## config.mk

```make
export PLATFORM = sky130hd
export DESIGN_NAME = l2_pool
export DESIGN_NICKNAME = d
export VERILOG_FILES = /design/src/rtl/l2_pool.sv
export SDC_FILE = /design/constraint.sdc
export NUM_CORES = 2
export LEC_CHECK = 0
export CAP_MARGIN = 40
export CORE_ASPECT_RATIO = 1.2
export CORE_MARGIN = 2
export CORE_UTILIZATION = 46
export CTS_BUF_LIST = sky130_fd_sc_hd__clkbuf_8
export CTS_CLUSTER_DIAMETER = 200
export DETAILED_ROUTE_END_ITERATION = 8
export SYNTH_ARGS = -nofsm -noshare
export SYNTH_HDL_FRONTEND = slang
export SYNTH_SLANG_ARGS = --single-unit
```

## constraint.sdc

```tcl
create_clock -name clk -period 11.8 [get_ports clk]
set_input_delay 2.36 -clock clk [delete_from_list [all_inputs] [get_ports clk]]
set_output_delay 2.36 -clock clk [all_outputs]
set_load 0.005 [all_outputs]
```

## src/rtl/l2_pool.sv

```systemverilog
// 2x2 max-pool stage for four ReLU channels: pools one window per beat into a
// 25-entry frame buffer, with a registered read port and overflow tracking.
module l2_pool #(
  parameter int DATA_W = 18
) (
  input  logic                   clk,
  input  logic                   rst_n,
  input  logic                   in_vld,
  input  logic [3:0][DATA_W-1:0] din_0,
  input  logic [3:0][DATA_W-1:0] din_1,
  input  logic [3:0][DATA_W-1:0] din_2,
  input  logic [3:0][DATA_W-1:0] din_3,
  input  logic                   tx_done,
  input  logic                   rd_en,
  input  logic [4:0]             rd_addr,
  output logic [3:0][DATA_W-1:0] dout,
  output logic                   dout_vld,
  output logic                   full,
  output logic                   ovf,
  output logic [4:0]             win_cnt
);

  localparam int NWIN = 25;
  localparam logic [4:0] LAST_WIN = 5'd24;
  localparam logic [4:0] NWIN_C   = 5'd25;

  typedef enum logic {ST_FILL = 1'b0, ST_FULL = 1'b1} state_t;

  state_t                   state_q, state_d;
  logic [4:0]               win_cnt_q, win_cnt_d;
  logic                     ovf_q, ovf_d;
  logic                     wr_en;
  logic [3:0][DATA_W-1:0]   pool;
  logic [3:0][DATA_W-1:0]   mem_q [NWIN];
  logic [3:0][DATA_W-1:0]   dout_q, dout_d;
  logic                     dout_vld_q, dout_vld_d;

  // Unsigned max; strict '>' keeps the lowest-index element on ties.
  function automatic logic [DATA_W-1:0] max4(input logic [3:0][DATA_W-1:0] w);
    logic [DATA_W-1:0] m;
    m = w[0];
    for (int i = 1; i < 4; i++) begin
      if (w[i] > m) m = w[i];
    end
    return m;
  endfunction

  always_comb begin
    pool[0] = max4(din_0);
    pool[1] = max4(din_1);
    pool[2] = max4(din_2);
    pool[3] = max4(din_3);
  end

  // Frame state register
  always_ff @(posedge clk or negedge rst_n) begin
    if (!rst_n) begin
      state_q   <= ST_FILL;
      win_cnt_q <= '0;
      ovf_q     <= 1'b0;
    end else begin
      state_q   <= state_d;
      win_cnt_q <= win_cnt_d;
      ovf_q     <= ovf_d;
    end
  end

  // tx_done has priority over any beat arriving in the same cycle.
  always_comb begin
    state_d   = state_q;
    win_cnt_d = win_cnt_q;
    ovf_d     = ovf_q;
    if (tx_done) begin
      state_d   = ST_FILL;
      win_cnt_d = '0;
      ovf_d     = 1'b0;
    end else if (in_vld) begin
      case (state_q)
        ST_FILL: begin
          if (win_cnt_q >= LAST_WIN) begin
            win_cnt_d = NWIN_C;
            state_d   = ST_FULL;
          end else begin
            win_cnt_d = win_cnt_q + 5'd1;
          end
        end
        ST_FULL: ovf_d = 1'b1;
        default: state_d = ST_FILL;
      endcase
    end
  end

  always_comb begin
    full  = (state_q == ST_FULL);
    wr_en = in_vld && !tx_done && (state_q == ST_FILL) && (win_cnt_q < NWIN_C);
  end

  // Buffer is not reset; contents survive reset and frame clears.
  always_ff @(posedge clk) begin
    if (wr_en) mem_q[win_cnt_q] <= pool;
  end

  always_comb begin
    dout_d     = dout_q;
    dout_vld_d = rd_en;
    if (rd_en) begin
      dout_d = (rd_addr < NWIN_C) ? mem_q[rd_addr] : '0;
    end
  end

  // Read port register; nonblocking update gives read-before-write on collision.
  always_ff @(posedge clk or negedge rst_n) begin
    if (!rst_n) begin
      dout_q     <= '0;
      dout_vld_q <= 1'b0;
    end else begin
      dout_q     <= dout_d;
      dout_vld_q <= dout_vld_d;
    end
  end

  assign dout     = dout_q;
  assign dout_vld = dout_vld_q;
  assign ovf      = ovf_q;
  assign win_cnt  = win_cnt_q;

endmodule

```

### Word level (Yosys, flattened, before mapping)

Memories as Yosys holds them, arrays and structs flattened.
Index checks and enable logic that the tools add are counted.

| cells by class | value |
|---|---|
| add/sub/neg operators | 1 |
| order comparisons | 15 |
| eq/ne operators | 1 |
| mux-type cells | 26 |
| bitwise gates (word level) | 1 |
| reduce and logical (&&, ||, !) cells | 8 |

Operators with widths:

| kind | count |
|---|---|
| > comparator 18 bit | 12 |
| two-way mux 18 bit | 12 |
| two-way mux 72 bit | 1 |
| two-way mux 5 bit | 4 |
| less-than comparator 5 bit (second input constant) | 2 |
| two-way mux 1 bit | 9 |
| adder 5 x 1 -> 5 bit (second input constant) | 1 |
| greater-or-equal comparator 5 bit (second input constant) | 1 |
| AND reduction 2 bit | 2 |
| nonzero test 2 bit | 2 |
| logical AND 1 bit | 3 |
| != test 2 bit (second input constant) | 1 |
| logical NOT 1 bit | 1 |
| inverter 1 bit | 1 |

| storage, ports and cells | value |
|---|---|
| bits in registers | 80 |
| RAM bits | 1800 |
| bits of input ports | 298 |
| output and inout port bits | 80 |
| logic and storage cells | 61 |
| memories | 1 |

Memory list:

| memory | depth | width | rd ports | clocked after Yosys merged registers in | write ports | RTL line | text |
|---|---|---|---|---|---|---|---|
| mem_q | 25 | 72 | 1 | 0 | 1 | 34 | `logic [3:0][DATA_W-1:0] mem_q [NWIN];` |

### Depth between registers and ports, before layout

| depth | value |
|---|---|
| depth in word-level cells | 6 |
| depth in mapped cells | 33 |
| gate-level depth less buffers | 28 |

### Least setup slack after synthesis

OpenSTA, ideal clock, no wires.

| timing | value |
|---|---|
| kind | input-to-reg |
| start | in din_0[5] (netlist name) |
| end | mem mem_q[0][0] (netlist name) (data pin) |
| library setup time | 530 ps |
| arrival | 9186 ps |
| data required time | 11270 ps |
| slack | 2085 ps |
| stages | 30 |
| buffers on the path | 4 |
| cells stage by stage | inv_1 > ha_1 > and4_1 > o21a_1 > o31ai_1 > nand3_1 > nand2_2 > buf_4 > mux2i_1 > ha_1 > a31o_2 > a21o_1 > o31ai_1 > nand3_1 > o21ai_1 > and3b_1 > buf_6 > nor2_2 > buf_4 > mux2i_1 > ha_1 > a21o_1 > a21o_1 > a21o_1 > a21oi_1 > o2111ai_1 > nand2_1 > clkbuf_1 > nand2_1 > o311ai_0 |

RTL lines:

| element | RTL line | text |
|---|---|---|
| start, declared | 9 | `input logic [3:0][DATA_W-1:0] din_0,` |
| end, declared | 34 |  |

==> impl_metrics.py <==
metrics = {
    "placed_design": {
        "hpwlAfterDp_mm": 132,
        "io_buffers": 377,
        "routabilityCongestion": 0.856,
    },
    "routing": {
        "drt_first_iter_violations": 4898,
        "post_drt_via_cell_ratio": 6.01,
        "firstDrtPassIters": 8,
        "antenna_left": 0,
        "drc": 22,
        "wirelength_mm": 230,
        "vias": 46700,
        "wl_per_cell_um": 29.6,
    },
    "synth": {
        "yosysMostFrequentCell": "edfxtp_1",
        "yosys_warnings": 0,
        "synth.distinct_cells": 61,
        "ys.flop_type": "edfxtp_1",
        "synth-seq-area-share_pct": 70.1,
        "synth_seq_cells": 1880,
        "synth_edf_count": 1800,
        "yosys-top-cells-area": "edfxtp_1, mux4_2, mux2i_1, ha_1, dfrtp_1",
        "netlist.top_cell.by_area": "edfxtp_1",
        "postSynthCellCount": 4611,
        "async_flop_share_pct": 4.26,
        "synth_area_um2": 79900,
        "synth_top_area_share_pct": 67.6,
        "syn-num-nets": 5128,
        "synth_top_cells_by_count": "edfxtp_1, mux2i_1, mux4_2",
        "syn_avg_cell_area_um2": 17.3,
    },
    "layout": {
        "fillers": 13800,
        "fin_nets": 5779,
        "synthToLayoutAreaGrowth_pct": 17.5,
        "drive_above_1_share_pct": 19.7,
    },
    "worst_setup_path": {
        "rr_worst_depth": 7,
        "cpPeakStageDelay_ns": 0.75,
        "worstPathArrival_ns": 10.32,
        "criticalPathCategory": "in -> reg",
        "worstPathRequired_ns": 12.42,
        "critPathMaxFanout": 25,
        "cp-start-kind": "input pin",
        "r2r_slack_ns": 7.73,
        "slowest_stage": "o211ai_2",
        "r2r_end": "mem_q[21][41]",
        "crit_buf_inv": 3,
        "timing.rr.start": "full",
        "crit_top_cell": "a21o_1",
        "startpoint": "din_0[17]",
        "cp_top_family": "simple AND/OR/NAND/NOR gates",
        "end_kind": "flop",
    },
    "run": {
        "drv_cap": 0,
    },
    "clock_tree": {
        "htree_levels": 5,
        "cts_made_buffers": 314,
        "clk_pin_slew_ns": 0.06,
        "clock_latency_ns": 1.02,
        "cts_tree": "done",
        "cts-resized-gates": 0,
        "cts.sinks": 1880,
        "cts_hold_buf": 0,
        "clock_path_buffers": 4,
        "cts-root-buf": "clkbuf_8",
        "post_cts_buffers": 0,
    },
    "power_and_ir_drop": {
        "power_density_nw_per_um2": 172,
        "vdd_drop_max_uv": 107,
        "p_leak_nw": 32.9,
    },
    "timing": {
        "final-max-slew-violation-count": 0,
        "holdWs_ns": 0.496,
        "finalCriticalPeriod_ns": 9.70,
        "setup_violations": 0,
        "slew_headroom_pct": 27.5,
        "max_slew.worst_pin.slew_ns": 1.09,
        "rsz0062_at_grt": "false",
        "finClkSkew_ns": 0.0828,
        "finalHoldViolCount": 0,
        "fin_crit_sh_pct": 82.2,
        "max_freq_mhz": 103,
        "fin_setup_tns_ns": 0,
    },
    "worst_hold_path": {
        "worstHoldStart": "ovf",
        "whs_endpoint": "ovf",
        "hold_class": "reg -> reg",
        "hold_depth": 2,
    },
    "grt": {
        "grt_max_degree": 123,
        "grt.total_usage_pct": 25.9,
        "grt-ovfl-total": 0,
        "grt_pass1_wl_mm": 330,
        "grt_pass1_vias": 47500,
        "antenna_found_initial": 8,
    },
    "outcome": {
        "violations": "DRC",
        "status": "complete, but fails checks",
    },
    "floorplanning": {
        "die-area_um2": 177000,
        "rows": 167,
        "design.core.area_um2": 173000,
        "die_height_um": 461,
        "start_util_pct": 46.3,
        "io_pins": 378,
        "die_w_um": 385,
    },
}
-- worst register-to-register path, stage by stage (launching register included) --
cell and delay [ns]:
dfrtp_1 0.41, nand2b_1 0.23, nor2_1 0.24, nand3b_1 0.64, nor2_4 0.77, buf_4 0.46, buf_16 0.30, buf_4 0.59
-- cells by family (layout without fill, tap and decap cells) --
group / Yosys count / in the layout / share of synthesized area, %
flops: 1880 / 1880 / 70.1
compound gates: 748 / 748 / 6.56
mux: 700 / 700 / 13.9
simple gates: 594 / 594 / 3.63
buf+inv: 470 / 1346 / 2.37
fa+ha+maj: 219 / 219 / 3.43
other cells: 0 / 7 / 0
-- layout make-up --
class                   instances  area (um2)  area share [%]
well taps                    2281        2850            3.04
clock buffers                 345        4750            5.05
multi-input cells            2261       22700            24.1
repair buffers                581        5930            6.31
flip-flops and latches       1880       56100            59.7
inverters                     224         841           0.895
clock inverters               196         846           0.900
diodes                          7        17.5          0.0186
-- layout by cell type (no fill, tap or decap), drive strengths merged, types with 11 or more instances in the layout --
cell type	count
nor3	104
o21a	20
nand2	95
o211ai	20
nor2	190
inv	328
or4	21
nand2b	11
clkinv	87
mux2	47
mux4	323
o21ai	103
clkbuf	345
a2111oi	21
o22ai	88
edfxtp	1800
dfrtp	80
buf	211
mux2i	330
nand4	40
a21o	91
nand3	18
a221oi	82
a22o	27
clkdlybuf4s50	370
ha	219
a211oi	53
o221ai	72
a21oi	136
nor2b	92
-- per-stage QoR --
stage / instance area (um2) / worst slack, ns / power [mW] / utilization (%) / cells
after CTS: 93900 / 2.25 / 16.3 / 54.4 / 7768
after floorplan: 79900 / 2.08 / 9.80 / - / 4611
after detailed placement: 88400 / 1.21 / 11.1 / 51.2 / 7227
after global routing: 94000 / 1.52 / 16.8 / 54.4 / 7773
after global placement: 87500 / 1.26 / 11.0 / 50.7 / 7188
final: 94000 / 2.10 / 16.2 / 54.4 / 7775
-- routing by layer --
layer	global-route usage [%]	share of wire, %
met4	5.99	1.7
met5	0	0
met3	4.07	6.8
met2	43.6	50
met1	35.6	41
-- where the power goes --
| group | switching (mW) | internal, mW | total (mW) |
|---|---|---|---|
| logic | 1.79 | 0.890 | 2.68 |
| registers | 0.0439 | 8.22 | 8.26 |
| clock network | 2.54 | 2.70 | 5.24 |
-- worst max path at each step --
stage                    endpoint  slack, ns  depth (start not counted)
floorplan             mem_q[0][0]       2.08                         30
global placement     mem_q[2][37]       1.26                         28
detailed placement  mem_q[18][13]       1.21                         27
CTS                  mem_q[3][13]       2.25                         28
global route        mem_q[12][13]       1.52                         27
finish              mem_q[14][13]       2.10                         27
-- sequential cells by signal, indices dropped and copies added (netlist names) --
name	flops
mem_q	1800
dout_vld	1
ovf	1
full	1
win_cnt	5
dout	72
Note: power is estimated with default switching activity, not from simulation.
